[config.mk]
export PLATFORM = sky130hd
export DESIGN_NAME = bt_uart_rx
export DESIGN_NICKNAME = d
export VERILOG_FILES = /design/src/rtl/bt_uart_rx.sv
export SDC_FILE = /design/constraint.sdc
export NUM_CORES = 1
export LEC_CHECK = 0
export ABC_AREA = 1
export BUFFER_PORTS_ARGS = -buffer_cell sky130_fd_sc_hd__buf_4
export CAP_MARGIN = 5
export CORE_MARGIN = 2
export CORE_UTILIZATION = 53
export DETAILED_ROUTE_END_ITERATION = 16
export PLACE_DENSITY = 0.78
export SETUP_SLACK_MARGIN = 0.3
export SLEW_MARGIN = 20
export SYNTH_ARGS = -nofsm -noshare
export SYNTH_HDL_FRONTEND = slang
export SYNTH_SLANG_ARGS = --single-unit
export TNS_END_PERCENT = 10
[constraint.sdc]
create_clock -name clk -period 1.6 [get_ports clk]
set_clock_uncertainty 0.1 [all_clocks]
set_input_delay 0.32 -clock clk [delete_from_list [all_inputs] [get_ports clk]]
set_output_delay 0.32 -clock clk [all_outputs]
set_load 0.02 [all_outputs]
[src/rtl/bt_uart_rx.sv]
// UART receiver for the HC-05 Bluetooth link: 2-flop synchroniser, mid-bit sampling,
// optional parity, single stop bit, one-deep output register with valid/ack handshake.
module bt_uart_rx #(
    parameter int CLKS_PER_BIT = 5208,
    parameter bit PARITY_EN    = 1'b1,
    parameter bit PARITY_ODD   = 1'b0
) (
    input  logic       clk,
    input  logic       rst_n,
    input  logic       Rx,
    output logic [7:0] dout,
    output logic       valid,
    input  logic       ack,
    output logic       done,
    output logic       busy,
    output logic       parity_err,
    output logic       frame_err,
    output logic       overrun
);

    localparam int CNT_W = $clog2(CLKS_PER_BIT);
    localparam logic [CNT_W-1:0] HALF_M1 = CNT_W'(CLKS_PER_BIT / 2 - 1);
    localparam logic [CNT_W-1:0] FULL_M1 = CNT_W'(CLKS_PER_BIT - 1);

    typedef enum logic [2:0] {IDLE, START, DATA, PARITY, STOP} state_t;

    state_t           state;
    logic [CNT_W-1:0] cnt;
    logic [2:0]       bit_idx;
    logic [7:0]       shift;
    logic             par_bad;
    logic             rx_meta, rx_s, rx_d;
    logic             par_err_now;
    logic             frame_good;

    // rx_d is the previous rx_s, used only to find the falling edge of the start bit.
    always_ff @(posedge clk) begin
        if (!rst_n) begin
            rx_meta <= 1'b1;
            rx_s    <= 1'b1;
            rx_d    <= 1'b1;
        end else begin
            rx_meta <= Rx;
            rx_s    <= rx_meta;
            rx_d    <= rx_s;
        end
    end

    assign par_err_now = PARITY_EN && par_bad;
    assign frame_good  = rx_s && !par_err_now;

    always_ff @(posedge clk) begin
        if (!rst_n) begin
            state      <= IDLE;
            cnt        <= '0;
            bit_idx    <= '0;
            shift      <= '0;
            par_bad    <= 1'b0;
            dout       <= '0;
            valid      <= 1'b0;
            done       <= 1'b0;
            busy       <= 1'b0;
            parity_err <= 1'b0;
            frame_err  <= 1'b0;
            overrun    <= 1'b0;
        end else begin
            done <= 1'b0;
            // NOTE: the ack clear is written before the FSM so a same-cycle load below overrides it.
            if (ack) valid <= 1'b0;

            case (state)
                IDLE: begin
                    if (rx_d && !rx_s) begin
                        state <= START;
                        cnt   <= '0;
                        busy  <= 1'b1;
                    end
                end
                START: begin
                    if (cnt == HALF_M1) begin
                        cnt <= '0;
                        if (!rx_s) begin
                            state   <= DATA;
                            bit_idx <= '0;
                        end else begin
                            state <= IDLE;
                            busy  <= 1'b0;
                        end
                    end else begin
                        cnt <= cnt + 1'b1;
                    end
                end
                DATA: begin
                    if (cnt == FULL_M1) begin
                        cnt     <= '0;
                        shift   <= {rx_s, shift[7:1]};
                        bit_idx <= bit_idx + 1'b1;
                        if (bit_idx == 3'd7) state <= PARITY_EN ? PARITY : STOP;
                    end else begin
                        cnt <= cnt + 1'b1;
                    end
                end
                PARITY: begin
                    if (cnt == FULL_M1) begin
                        cnt     <= '0;
                        par_bad <= ((^shift) ^ rx_s) != PARITY_ODD;
                        state   <= STOP;
                    end else begin
                        cnt <= cnt + 1'b1;
                    end
                end
                STOP: begin
                    if (cnt == FULL_M1) begin
                        cnt        <= '0;
                        state      <= IDLE;
                        busy       <= 1'b0;
                        done       <= 1'b1;
                        frame_err  <= !rx_s;
                        parity_err <= par_err_now;
                        if (frame_good && (!valid || ack)) begin
                            dout    <= shift;
                            valid   <= 1'b1;
                            overrun <= 1'b0;
                        end else begin
                            overrun <= frame_good;
                        end
                    end else begin
                        cnt <= cnt + 1'b1;
                    end
                end
                default: begin
                    state <= IDLE;
                    busy  <= 1'b0;
                end
            endcase
        end
    end

endmodule

==> flow_summary.ini <==
[placed_design]
portBuffers = 17
dpl_worst_slack_ns = -0.0106
gp_congestion = 0.865
place_hpwl_um = 3820

[sta]
fmax_ghz = 0.624
tightest_slew_ns = 0.422
final_max_slew_viol_count = 0
min_period_over_period_pct = 100
setup_ws_ns = -0.00365
period_minus_slack_ns = 1.60
rsz0062_at_grt = yes
finalHoldViolCount = 0
setup_viol = 1
relSlewSlack_pct = 71.8
fin_tns_setup_ns = -0.00365

[floorplanning]
die_area_sq_um = 4970
start_util_pct = 54.6
die-height_um = 70.5
ioPinCount = 18
die_w_um = 70.5
core_sq_um = 4290
rows = 24

[clock_network]
postCtsHoldBufs = 0
h-tree-depth = 2
clockBufferDepth = 2
cts_tree = done
cts_buffers = 5
clock_latency_ns = 0.31
clk_pin_slew_ns = 0.09
clock-sinks = 45
cts_root_buf = clkbuf_8

[power_and_ir_drop]
peakVddDrop_mv = 0.659
power_density_nw_per_um2 = 980
power_uw = 2950
p_leak_uw = 0.00132

[finish]
final_nets = 402
area_growth_pct = 28.3
seqCellArea_sq_um = 911
antennaDiodeCount = 0
multi_input_area_sq_um = 1340
n_fill_cell = 327
drive_gt1_share_pct = 27.8

[critical_path]
critical_path.max_stage_delay_ns = 0.34
cp_common_cell = nand2_2
end_kind = register
slowest_stage = dfxtp_2
crit_family = simple AND/OR/NAND/NOR gates
crit_path_start_kind = register
worst_ep_required_time_ns = 1.68
setup.worst_path.class = register to register
path_buf_inv = 2
r2r_setup_slack_ns = -0.004
worstSetupPathDepth = 9
reg2regPathDepth = 9
crit_arrival_ns = 1.69
crit_path_max_fanout = 8
path_cells = inv_2, nand2_2, nor2_4, nand2_2, nor3_4, buf_12, nand3_4, nand2_2, a21oi_1

[global_routing]
grt-ovfl-total = 0
grt_pass1_vias = 2134
met2_usage_pct = 39.0
grt_max_degree = 19
met1_usage_pct = 26.7
grtUsageMet3_pct = 5.34
antenna_found_initial = 0
grt-busiest-layer = met2
grt_pass1_wl_um = 9070
track_usage_pct = 23.1

[yosys]
ys_ff_latch = 45
yosysTopAreaCell = dfxtp_1
ys_types = 29
synth.area.top_cells = dfxtp_1, nand2_1, inv_1
synth_area_sq_um = 2340
syn-mean-instance-area_sq_um = 6.66
synth_nets = 359
yosysWarnings = 0
synthCells = 352
yosys.area.top_type_share_pct = 38.4
yosysSeqAreaShare_pct = 38.4

[worst_hold_path]
hold_depth = 2
worstHoldPathType = input pin to register

[outcome]
failed_checks = negative setup slack
status = finished with violations

[run]
cap_viol_max_count = 0

[detailed_routing]
drcViolationCount = 0
wl_per_cell_um = 13.1
first_pass_iters = 4
ant_nets = 0
vias_per_cell = 5.25
detailroute.via_count = 2353
routed_wl_um = 5890
drt_iter0_drc = 161
## timing repair
action                                  4_1_cts  5_1_grt
resized for setup                            17       29
pin swaps                                     5       10
endpoints found under the setup margin       41       41
cloned                                        1        1
buffers inserted                              4        2
## worst paths after layout
kind                                            from              endpoint
worst max register to register  cnt[11]$_SDFFE_PN0P_  dout[7]$_SDFFE_PN0P_
worst max-delay path            cnt[11]$_SDFFE_PN0P_  dout[7]$_SDFFE_PN0P_
worst min register to register    rx_meta$_SDFF_PN1_       rx_s$_SDFF_PN1_
worst min-delay path                              Rx    rx_meta$_SDFF_PN1_
## layout make-up
cell class | count | area share (%)
clock buffers | 6 | 2.41
flip-flops and latches | 45 | 30.3
repair buffers | 47 | 14.1
multi-input cells | 247 | 44.4
inverters | 49 | 6.11
clock inverters | 2 | 0.499
well taps | 52 | 2.16
## worst reg2reg max path: stages (launching register included)
cell and delay [ns]:
dfxtp_2 0.34, inv_2 0.07, nand2_2 0.06, nor2_4 0.16
nand2_2 0.08, nor3_4 0.25, buf_12 0.16, nand3_4 0.12
nand2_2 0.08, a21oi_1 0.06
## Yosys cell counts
library cell	number
a211oi_1	1
a21oi_1	24
buf_2	3
buf_4	3
buf_6	1
clkbuf_1	5
dfxtp_1	45
ha_1	3
inv_1	45
inv_2	4
nand2_1	93
nand2_2	4
nand3_1	21
nand3_2	1
nand3_4	1
nand4_1	18
nor2_1	43
nor2_2	2
nor2_4	1
nor3_1	3
nor3_2	2
nor3_4	2
o21ai_0	18
o21ai_1	1
o22ai_1	1
or2_0	1
or2_2	2
xnor2_1	1
xor2_1	3
## power by group
| group | switching (uW) | internal (uW) | total, uW | leakage (uW) |
|---|---|---|---|---|
| sequential | 72.1 | 1180 | 1260 | 0.000368 |
| clock | 414 | 308 | 722 | 0.0000374 |
| combinational | 588 | 383 | 970 | 0.000913 |
| total | 1070 | 1870 | 2950 | 0.00132 |
## cell families after synthesis
| family | after synthesis | synth area share [%] |
|---|---|---|
| buffers and inverters | 61 | 10.7 |
| AO/OA/AOI/OAI | 45 | 9.77 |
| flip-flops | 45 | 38.4 |
| adder cells (fa/ha/maj) | 3 | 1.60 |
| AND/OR/NAND/NOR | 194 | 38.0 |
| XOR/XNOR | 4 | 1.49 |
## state kept, by name (all words and copies together) (netlist names)
name        count
shift           8
overrun         1
rx_meta         1
bit_idx         3
rx_d            1
state           3
busy            1
frame_err       1
parity_err      1
valid           1
dout            8
cnt            13
par_bad         1
rx_s            1
done            1
## per-stage QoR
stage | instances | hold slack (ns) | util [%] | cell area [sq um]
6_report | 448 | 0.104 | 70.0 | 3010
3_3_place_gp | 432 | 0.301 | 63.1 | 2710
3_5_place_dp | 432 | 0.308 | 63.1 | 2710
2_1_floorplan | 352 | 0.293 | - | 2380
4_1_cts | 445 | 0.0958 | 67.4 | 2890
5_1_grt | 448 | 0.0976 | 70.0 | 3010
## metal layers
layer,wire (um),vias to the layer above
li1,-,1211
met1,2460,1064
met2,2960,56
met3,223,22
met4,244,0
met5,0,-
## cell usage in the layout, fill, tap and decap left out, drive strengths merged
master,synthesis,routed
o22ai,1,1
buf,7,46
a211oi,1,1
nor3,7,7
ha,3,3
nor2,46,46
inv,49,49
dfxtp,45,45
or2,3,3
clkinvlp,0,2
nand3,23,23
xor2,3,3
xnor2,1,1
clkbuf,5,7
nand2,97,98
a21oi,24,24
nand4,18,18
o21ai,19,19
No activity file was read; power rests on OpenSTA's default activity.
